File: src/rtl/bist_pkg.sv
// Shared BIST definitions: FSM state encodings and default widths/polynomial.
package bist_pkg;

  // Default MISR signature width and counter width (controller ERR_BITS follows CNT_BITS_DEF)
  localparam int unsigned SIG_BITS_DEF = 16;
  localparam int unsigned CNT_BITS_DEF = 16;

  // Default Galois feedback mask: x^16+x^14+x^13+x^11+1
  localparam logic [15:0] POLY_DEF = 16'hB400;

  // Session state encoding {IDLE, RUN, CMP, DONE}
  localparam logic [1:0] ST_IDLE = 2'd0;
  localparam logic [1:0] ST_RUN  = 2'd1;
  localparam logic [1:0] ST_CMP  = 2'd2;
  localparam logic [1:0] ST_DONE = 2'd3;

endpackage

File: src/rtl/misr.sv
// Galois-style multiple-input signature register with synchronous clear.
module misr
  import bist_pkg::*;
#(
  parameter int unsigned W    = SIG_BITS_DEF,
  parameter int unsigned IN   = 4,
  parameter logic [W-1:0] POLY = W'(POLY_DEF)
) (
  input  logic          clk,
  input  logic          rst,
  input  logic          clr,
  input  logic          en,
  input  logic [IN-1:0] d,
  output logic [W-1:0]  sig
);

  logic [W-1:0] sig_q;
  logic [W-1:0] sig_d;

  // Next signature: clear wins, otherwise one shift/feedback/xor step when enabled
  always_comb begin
    sig_d = sig_q;
    if (clr) begin
      sig_d = '0;
    end else if (en) begin
      sig_d = (sig_q >> 1) ^ (sig_q[0] ? POLY : W'(0)) ^ W'(d);
    end
  end

  // Signature register
  always_ff @(posedge clk or negedge rst) begin
    if (!rst) begin
      sig_q <= '0;
    end else begin
      sig_q <= sig_d;
    end
  end

  assign sig = sig_q;

endmodule

File: src/rtl/misr_sig_analyzer.sv
// BIST response analyzer: compacts CUT and fault-free responses into two MISRs,
// counts per-pattern mismatches and compares signatures after the last pattern.
module misr_sig_analyzer
  import bist_pkg::*;
#(
  parameter int unsigned         OUT_BITS = 4,
  parameter int unsigned         SIG_BITS = SIG_BITS_DEF,
  parameter logic [SIG_BITS-1:0] POLY     = SIG_BITS'(POLY_DEF),
  parameter int unsigned         CNT_BITS = CNT_BITS_DEF
) (
  input  logic                clk,
  input  logic                rst,
  input  logic                START,
  input  logic                VALID,
  input  logic                LAST,
  input  logic [OUT_BITS-1:0] CUT_OP,
  input  logic [OUT_BITS-1:0] FF_OP,
  output logic [SIG_BITS-1:0] SIG_CUT,
  output logic [SIG_BITS-1:0] SIG_FF,
  output logic [CNT_BITS-1:0] SAMPLES,
  output logic [CNT_BITS-1:0] MISMATCHES,
  output logic                BUSY,
  output logic                DONE,
  output logic                PASS
);

  logic [1:0]          state_q, state_d;
  logic [CNT_BITS-1:0] samples_q, samples_d;
  logic [CNT_BITS-1:0] mism_q, mism_d;
  logic                done_q, done_d;
  logic                pass_q, pass_d;
  logic                busy_q, busy_d;
  logic                misr_clr_c;
  logic                misr_en_c;
  logic [SIG_BITS-1:0] sig_cut;
  logic [SIG_BITS-1:0] sig_ff;

  // Signature register for the fault-injected CUT response
  misr #(.W(SIG_BITS), .IN(OUT_BITS), .POLY(POLY)) u_misr_cut (
    .clk (clk),
    .rst (rst),
    .clr (misr_clr_c),
    .en  (misr_en_c),
    .d   (CUT_OP),
    .sig (sig_cut)
  );

  // Signature register for the fault-free reference response
  misr #(.W(SIG_BITS), .IN(OUT_BITS), .POLY(POLY)) u_misr_ff (
    .clk (clk),
    .rst (rst),
    .clr (misr_clr_c),
    .en  (misr_en_c),
    .d   (FF_OP),
    .sig (sig_ff)
  );

  // Next-state, counter and verdict logic; START overrides everything and drops any sample
  always_comb begin
    state_d    = state_q;
    samples_d  = samples_q;
    mism_d     = mism_q;
    done_d     = done_q;
    pass_d     = pass_q;
    misr_clr_c = 1'b0;
    misr_en_c  = 1'b0;

    if (START) begin
      misr_clr_c = 1'b1;
      samples_d  = '0;
      mism_d     = '0;
      done_d     = 1'b0;
      pass_d     = 1'b0;
      state_d    = ST_RUN;
    end else begin
      case (state_q)
        ST_RUN: begin
          if (VALID) begin
            misr_en_c = 1'b1;
            if (samples_q != '1) begin
              samples_d = samples_q + CNT_BITS'(1);
            end
            if ((CUT_OP != FF_OP) && (mism_q != '1)) begin
              mism_d = mism_q + CNT_BITS'(1);
            end
            if (LAST) begin
              state_d = ST_CMP;
            end
          end
        end
        ST_CMP: begin
          pass_d  = (sig_cut == sig_ff);
          done_d  = 1'b1;
          state_d = ST_DONE;
        end
        default: begin
        end
      endcase
    end

    busy_d = (state_d == ST_RUN) || (state_d == ST_CMP);
  end

  // State, counters and status flags
  always_ff @(posedge clk or negedge rst) begin
    if (!rst) begin
      state_q   <= ST_IDLE;
      samples_q <= '0;
      mism_q    <= '0;
      done_q    <= 1'b0;
      pass_q    <= 1'b0;
      busy_q    <= 1'b0;
    end else begin
      state_q   <= state_d;
      samples_q <= samples_d;
      mism_q    <= mism_d;
      done_q    <= done_d;
      pass_q    <= pass_d;
      busy_q    <= busy_d;
    end
  end

  assign SIG_CUT    = sig_cut;
  assign SIG_FF     = sig_ff;
  assign SAMPLES    = samples_q;
  assign MISMATCHES = mism_q;
  assign BUSY       = busy_q;
  assign DONE       = done_q;
  assign PASS       = pass_q;

endmodule

File: config.mk
export PLATFORM = sky130hd
export DESIGN_NAME = misr_sig_analyzer
export DESIGN_NICKNAME = d
export VERILOG_FILES = /design/src/rtl/bist_pkg.sv /design/src/rtl/misr.sv /design/src/rtl/misr_sig_analyzer.sv
export SDC_FILE = /design/constraint.sdc
export NUM_CORES = 1
export LEC_CHECK = 0
export CAP_MARGIN = 20
export CORE_MARGIN = 8
export CORE_UTILIZATION = 53
export CTS_BUF_LIST = sky130_fd_sc_hd__clkbuf_4 sky130_fd_sc_hd__clkbuf_8
export CTS_CLUSTER_DIAMETER = 60
export DETAILED_ROUTE_END_ITERATION = 10
export PLACE_DENSITY = 0.83
export SLEW_MARGIN = 5
export SYNTH_ARGS = -nofsm -noshare
export SYNTH_HDL_FRONTEND = slang
export SYNTH_SLANG_ARGS = --single-unit
File: constraint.sdc
create_clock -name clk -period 2.49 [get_ports clk]
set_input_delay 0.498 -clock clk [delete_from_list [all_inputs] [get_ports clk]]
set_output_delay 0.498 -clock clk [all_outputs]
set_load 0.02 [all_outputs]
==> impl_metrics.toml, run 1 <==
[yosys]
ys_top_cells_by_area = "dfrtp_1, a21oi_1, nand2_1"
synthTopCellsByCount = "dfrtp_1, nand2_1, a21oi_1"
ys_seq_area_frac = 0.4653
synth_ff_type = "dfrtp_1"
synth_largest_area_cell = "dfrtp_1"
synth_cell_type_count = 47
syn_area_um2 = 3711
synth_nets = 407
ys_warn_count = 0
syn_area_per_cell_um2 = 9.516
async_flop_share = 1.000
ys_ff_latch = 69
post-synth-top-count-cell = "dfrtp_1"
synth_edf_count = 0
synthCells = 390
synth.top_cell.area_share = 0.4653

[worst_setup_path]
cp_num_buf_inv = 0
critPathMaxFanout = 8
crit_path_cell_trace = "ha_1 > nand4_4 > or4b_4 > or4_1 > a21oi_1"
crit_family = "simple AND/OR/NAND/NOR gates"
cp_num_cells = 5
critPathMaxStageDelay_ns = 0.61
crit_required_ns = 2.75
path_class = "reg -> reg"
worstSetupEndpointType = "flip-flop"
r2r_setup_slack_ns = 0.30
start_kind = "flip-flop"
cpMaxStageDelayCell = "or4b_4"
cp-startpoint = "MISMATCHES[0]$_DFFE_PN0P_"
reg2reg_from = "MISMATCHES[0]$_DFFE_PN0P_"
reg2regPathDepth = 5
worstPathArrival_ns = 2.45
r2r-end = "MISMATCHES[14]$_DFFE_PN0P_"

[route]
num_vias = 3298
vias_per_cell = 5.806
wl_um = 9725
wl_per_cell_um = 17.12
ant_nets = 0
firstDrtPassIters = 5
drc = 0
drt-initial-drc-count = 194

[cts]
clkTransAtPathRegs_ns = 0.07
numCtsBuffers = 9
clock_latency_ns = 0.35
cts_root_buf = "clkbuf_8"
cts.sinks = 69
cts_resized = 0
cts_tree = "built"
cts_setup_buffers = 0
cts-htree-levels = 3
hold_buffers = 0
clockBufferDepth = 2

[layout]
drive_gt1_frac = 0.08051
antennaDiodeCount = 0
areaGrowthSynthToFinish_pct = 31.15
stdcell_area_um2 = 4867
fin_util = 0.7164
fin_nets = 484

[die]
core_um2 = 6794
die_h_um = 99.68
die_width_um = 99.68
rows = 30
pin_count = 80
die_area_um2 = 9935
initial_core_util = 0.5462

[grt]
grt_usage = 0.1996
grt_max_degree = 70
grt_antenna_before_repair = 0
grt_pass1_vias = 3163
grt_pass1_wl_um = 15960
overflow = 0

[placement]
hpwl_um = 6859
place_ws_ns = 0.01027
gp_congestion = 0.8448
placement.io_buffers = 79
placed_area_um2 = 4624

[sta]
fin_tns_setup_ns = 0
period_minus_slack_ns = 2.188
grt_setup_unrepaired = "no"
finalHoldViolCount = 0
setup_viol = 0
fin_skew_ns = 0.01207
max_freq_mhz = 457.0
slew_headroom = 0.6486
fin_crit_sh = 0.8788
worstMarginPinSlew_ns = 0.5231
setup_ws_ns = 0.3019
maxSlewViolCount = 0

[power_and_ir_drop]
power_density_nw_per_um2 = 759.5
peakVddDrop_uv = 564.6
power_leakage_uw = 0.002024

[flow_run]
maxCapViolCount = 0

[min_path]
hp-class = "in -> async"

[outcome]
status = "finished clean"
[metrics by stage]
| step | total power [uW] | hold WS [ns] | instances |
|---|---|---|---|
| 3_5_place_dp | 2603 | 0.5245 | 552 |
| 2_1_floorplan | 2116 | 0.2024 | 390 |
| 6_report | 3697 | 0.1664 | 568 |
| 3_3_place_gp | 2562 | 0.5092 | 552 |
| 5_1_grt | 3884 | 0.1991 | 568 |
| 4_1_cts | 3711 | 0.1755 | 568 |
[cells in the final DEF (no fill, tap or decap), drive strengths merged, types with 4 or more instances in the layout]
cell type	instances
clkbuf	10
nor2	35
o21ai	7
o41ai	5
xnor2	15
dfrtp	69
clkdlybuf4s50	77
nor3	7
or4	9
nor2b	10
ha	4
nand3	12
xor2	20
nand4	7
buf	12
nor4	9
a21oi	39
o31ai	8
nand2	52
inv	7
mux2	11
a211oi	14
[how the worst max path moves through the flow]
stage	slack [ns]	to
6_report	0.30	MISMATCHES[14]$_DFFE_PN0P_
5_1_grt	0.24	MISMATCHES[14]$_DFFE_PN0P_
4_1_cts	0.31	MISMATCHES[14]$_DFFE_PN0P_
3_5_place_dp	0.01	MISMATCHES[15]$_DFFE_PN0P_
3_3_place_gp	0.14	MISMATCHES[6]$_DFFE_PN0P_
2_1_floorplan	0.40	MISMATCHES[14]$_DFFE_PN0P_
[kinds of logic (layout without fill, tap and decap cells)]
logic type / after synthesis / count (layout) / synth area share
mux: 12 / 12 / 0.03608
compound gates: 82 / 82 / 0.1403
fa+ha+maj: 4 / 4 / 0.01349
xor+xnor: 35 / 35 / 0.08260
buf+inv: 30 / 112 / 0.03405
simple gates: 158 / 158 / 0.2283
flops: 69 / 69 / 0.4653
[worst reg2reg max path: cells and delay by family (launching register included)]
family,cells,cell delay (ns)
AOI/OAI and AO/OA,1,0.17
adders and majority gates,1,0.27
DFF,1,0.42
and+or+nand+nor,3,1.26
[sequential cells by signal, summed over array words and instances (netlist names)]
name            cells
SAMPLES            16
PASS                1
MISMATCHES         16
state_q             2
u_misr_ff.sig      16
u_misr_cut.sig     16
DONE                1
BUSY                1
[area by class of cell]
type                            instances  area, um^2
Clock buffer                           10       131.4
Clock inverter                          6       111.4
Fill cell                             509        1927
Inverter                                7       26.28
Multi-Input combinational cell        291        1871
Sequential cell                        69        1727
Tap cell                               96       120.1
Timing Repair Buffer                   89       880.8
[layer usage]
layer	part of all wire	track usage
met5	0	0
met4	0.023	0.09430
met3	0.074	0.04749
met2	0.47	0.3094
met1	0.43	0.2558
[power breakdown]
| part | total [uW] | internal [uW] | switching, uW |
|---|---|---|---|
| sequential | 1420 | 1240 | 175 |
| combinational | 1180 | 503 | 674 |
| clock | 1100 | 676 | 424 |
| total | 3700 | 2420 | 1270 |
(Power assumes the default switching activity.)
==> run 2: changes to the inputs <==
- ABC_AREA: unset -> 1
- CORE_ASPECT_RATIO: unset -> 1.5
- CORE_UTILIZATION: 53 -> 54
==> run 2 against run 1 <==
Net effect:
- non-clock buffer count decreased by 1
- sequential power down 7%
- cell area is 3.4% higher
- wire length increased by 15%
- global-route usage up 2.1 points
- core utilization down 1.5 points
- power decreased by 16%
- register-to-register slack gained 0.34 ns
- combinational power fell by 24%
- maximum frequency is 5.3% higher
- die area increased by 4.7%
- critical path type is now reg -> out
- largest cell class unchanged
==> impl_metrics.toml, run 2 <==
[power_and_ir_drop]
switchingPower_uw = 1079
combPwrFrac = 0.288
power_frac_clock = 0.284
power_leakage_uw = 0.002260
seq_power_share = 0.428
netSwitchingFraction = 0.3490
internal_power_uw = 2013
peakVddDrop_uv = 464.0
power_density_nw_per_um2 = 614.3

[yosys]
synthSimpleGateAreaFrac = 0.3054
synth.area.mux_share = 0
synth_edf_count = 0
synth_ff_type = "dfrtp_1"
syn_area_um2 = 3966
synth_cell_type_count = 30
ys_top_cells_by_area = "dfrtp_1, nand2_1, nand3_1"
synth.top_cell.area_share = 0.4353
synthTopCellsByCount = "nand2_1, dfrtp_1, nand3_1"
ys_warn_count = 0
post-synth-top-count-cell = "nand2_1"
synth_nets = 539
syn_area_per_cell_um2 = 7.598
ys_ff_latch = 69
synth_largest_area_cell = "dfrtp_1"
synth_top_family_by_area = "simple AND/OR/NAND/NOR gates"
synth_compound_area_frac = 0.08738
ys_seq_area_frac = 0.4353
async_flop_share = 1.000
synth-adder-area-share = 0.01262
synthCells = 522
synth_xor_area_frac = 0.07729

[min_path]
hp-class = "in -> async"

[worst_setup_path]
reg2reg_from = "SAMPLES[0]$_DFFE_PN0P_"
r2r_setup_slack_ns = 0.64
critPathMaxStageDelay_ns = 0.68
path_class = "reg -> out"
crit_path_cell_trace = "clkdlybuf4s50_1"
cpMaxStageDelayCell = "clkdlybuf4s50_1"
critPathMaxFanout = 6
cp_num_buf_inv = 1
crit_family = "buffers and inverters"
start_kind = "flip-flop"
crit_required_ns = 1.99
reg2regPathDepth = 8
worstSetupEndpointType = "output port"
worstPathArrival_ns = 1.58
r2r-end = "SAMPLES[9]$_DFFE_PN0P_"

[cts]
cts_setup_buffers = 0
cts_root_buf = "clkbuf_8"
clkTransAtPathRegs_ns = 0.07
numCtsBuffers = 9
cts_resized = 0
cts_tree = "built"
hold_buffers = 0
cts.sinks = 69
cts-htree-levels = 3
clock_latency_ns = 0.35
clockBufferDepth = 2

[die]
rows = 38
pin_count = 80
core_um2 = 7179
die_h_um = 121.0
initial_core_util = 0.5525
die_area_um2 = 10400
die_width_um = 85.98

[route]
wl_per_cell_um = 15.82
num_vias = 3800
firstDrtPassIters = 4
wl_um = 11200
vias_per_cell = 5.367
drc = 0
ant_nets = 0
drt-initial-drc-count = 201

[layout]
layout_commonest_cell = "nand2_1"
most-common-layout-cells = "nand2_1, clkdlybuf4s50_1, dfrtp_1, nand3_1, nor2_1"
drive_gt1_frac = 0.07237
areaGrowthSynthToFinish_pct = 26.88
final.fill_count = 606
antennaDiodeCount = 0
fin_nets = 620

[sta]
worstMarginPinSlew_ns = 0.8183
grt_setup_unrepaired = "no"
fin_tns_setup_ns = 0
fin_crit_sh = 0.8349
slew_headroom = 0.4544
finalHoldViolCount = 0
maxSlewViolCount = 0
period_minus_slack_ns = 2.079
hold_ws_ns = 0.2300
fin_skew_ns = 0.007819
setup_viol = 0
max_freq_mhz = 481.0

[outcome]
status = "finished clean"

[placement]
placement.io_buffers = 79
gp_congestion = 0.8910
hpwl_um = 8304

[grt]
grt_pass1_wl_um = 18200
grt_antenna_before_repair = 0
grt_usage = 0.2209
grt_max_degree = 37
grt_pass1_vias = 3703
overflow = 0

[flow_run]
maxCapViolCount = 0
-- run 2: worst max path at each step --
stage	from	endpoint	slack, ns	cells past startpoint
after detailed placement	START	MISMATCHES[12]$_DFFE_PN0P_	0.32	6
after floorplan	MISMATCHES[0]$_DFFE_PN0P_	MISMATCHES[12]$_DFFE_PN0P_	0.86	11
after global placement	START	MISMATCHES[3]$_DFFE_PN0P_	0.36	6
final	u_misr_ff.sig[0]$_DFFE_PN0P_	SIG_FF[0]	0.41	1
after CTS	u_misr_ff.sig[0]$_DFFE_PN0P_	SIG_FF[0]	0.40	1
after global routing	SAMPLES[0]$_DFFE_PN0P_	SAMPLES[5]$_DFFE_PN0P_	0.38	7
-- run 2: stage by stage --
step,util,area [um^2],total power [uW],cells,setup WS (ns)
4_1_cts,0.7009,5032,3104,708,0.4022
6_report,0.7009,5032,3091,708,0.4111
3_3_place_gp,0.6750,4846,2201,692,0.3596
3_5_place_dp,0.6750,4846,2234,692,0.3161
5_1_grt,0.7009,5032,3231,708,0.3801
2_1_floorplan,-,3966,1889,522,0.8640
-- run 2: power by group through the flow --
stage / Combinational (uW) / Sequential [uW] / Clock (uW)
finish: 891 / 1320 / 878
CTS: 898 / 1320 / 885
global route: 971 / 1330 / 927
global placement: 866 / 1330 / 0
detailed placement: 893 / 1340 / 0
floorplan: 495 / 1390 / 0
-- run 2: logic make-up after synthesis --
group | Yosys count
compound gates | 60
xor+xnor | 35
fa+ha+maj | 4
buf+inv | 78
flops | 69
simple gates | 276
-- run 2: layer usage --
| metal | share of wire | vias to the layer above | track usage |
|---|---|---|---|
| met3 | 0.057 | 21 | 0.04339 |
| met1 | 0.39 | 1820 | 0.2393 |
| li1 | - | 1843 | - |
| met2 | 0.53 | 116 | 0.3983 |
| met5 | 0 | - | 0 |
| met4 | 0.023 | 0 | 0.1046 |
-- run 2: area by class of cell --
class / instances / area, um^2 / area share
tap: 100 / 125.1 / 0.02486
sequential: 69 / 1727 / 0.3431
multi-input combinational: 375 / 1914 / 0.3804
timing repair buffer: 88 / 853.3 / 0.1696
clock buffer: 15 / 181.4 / 0.03605
inverter: 60 / 226.5 / 0.04500
clock inverter: 1 / 5.005 / 0.0009945
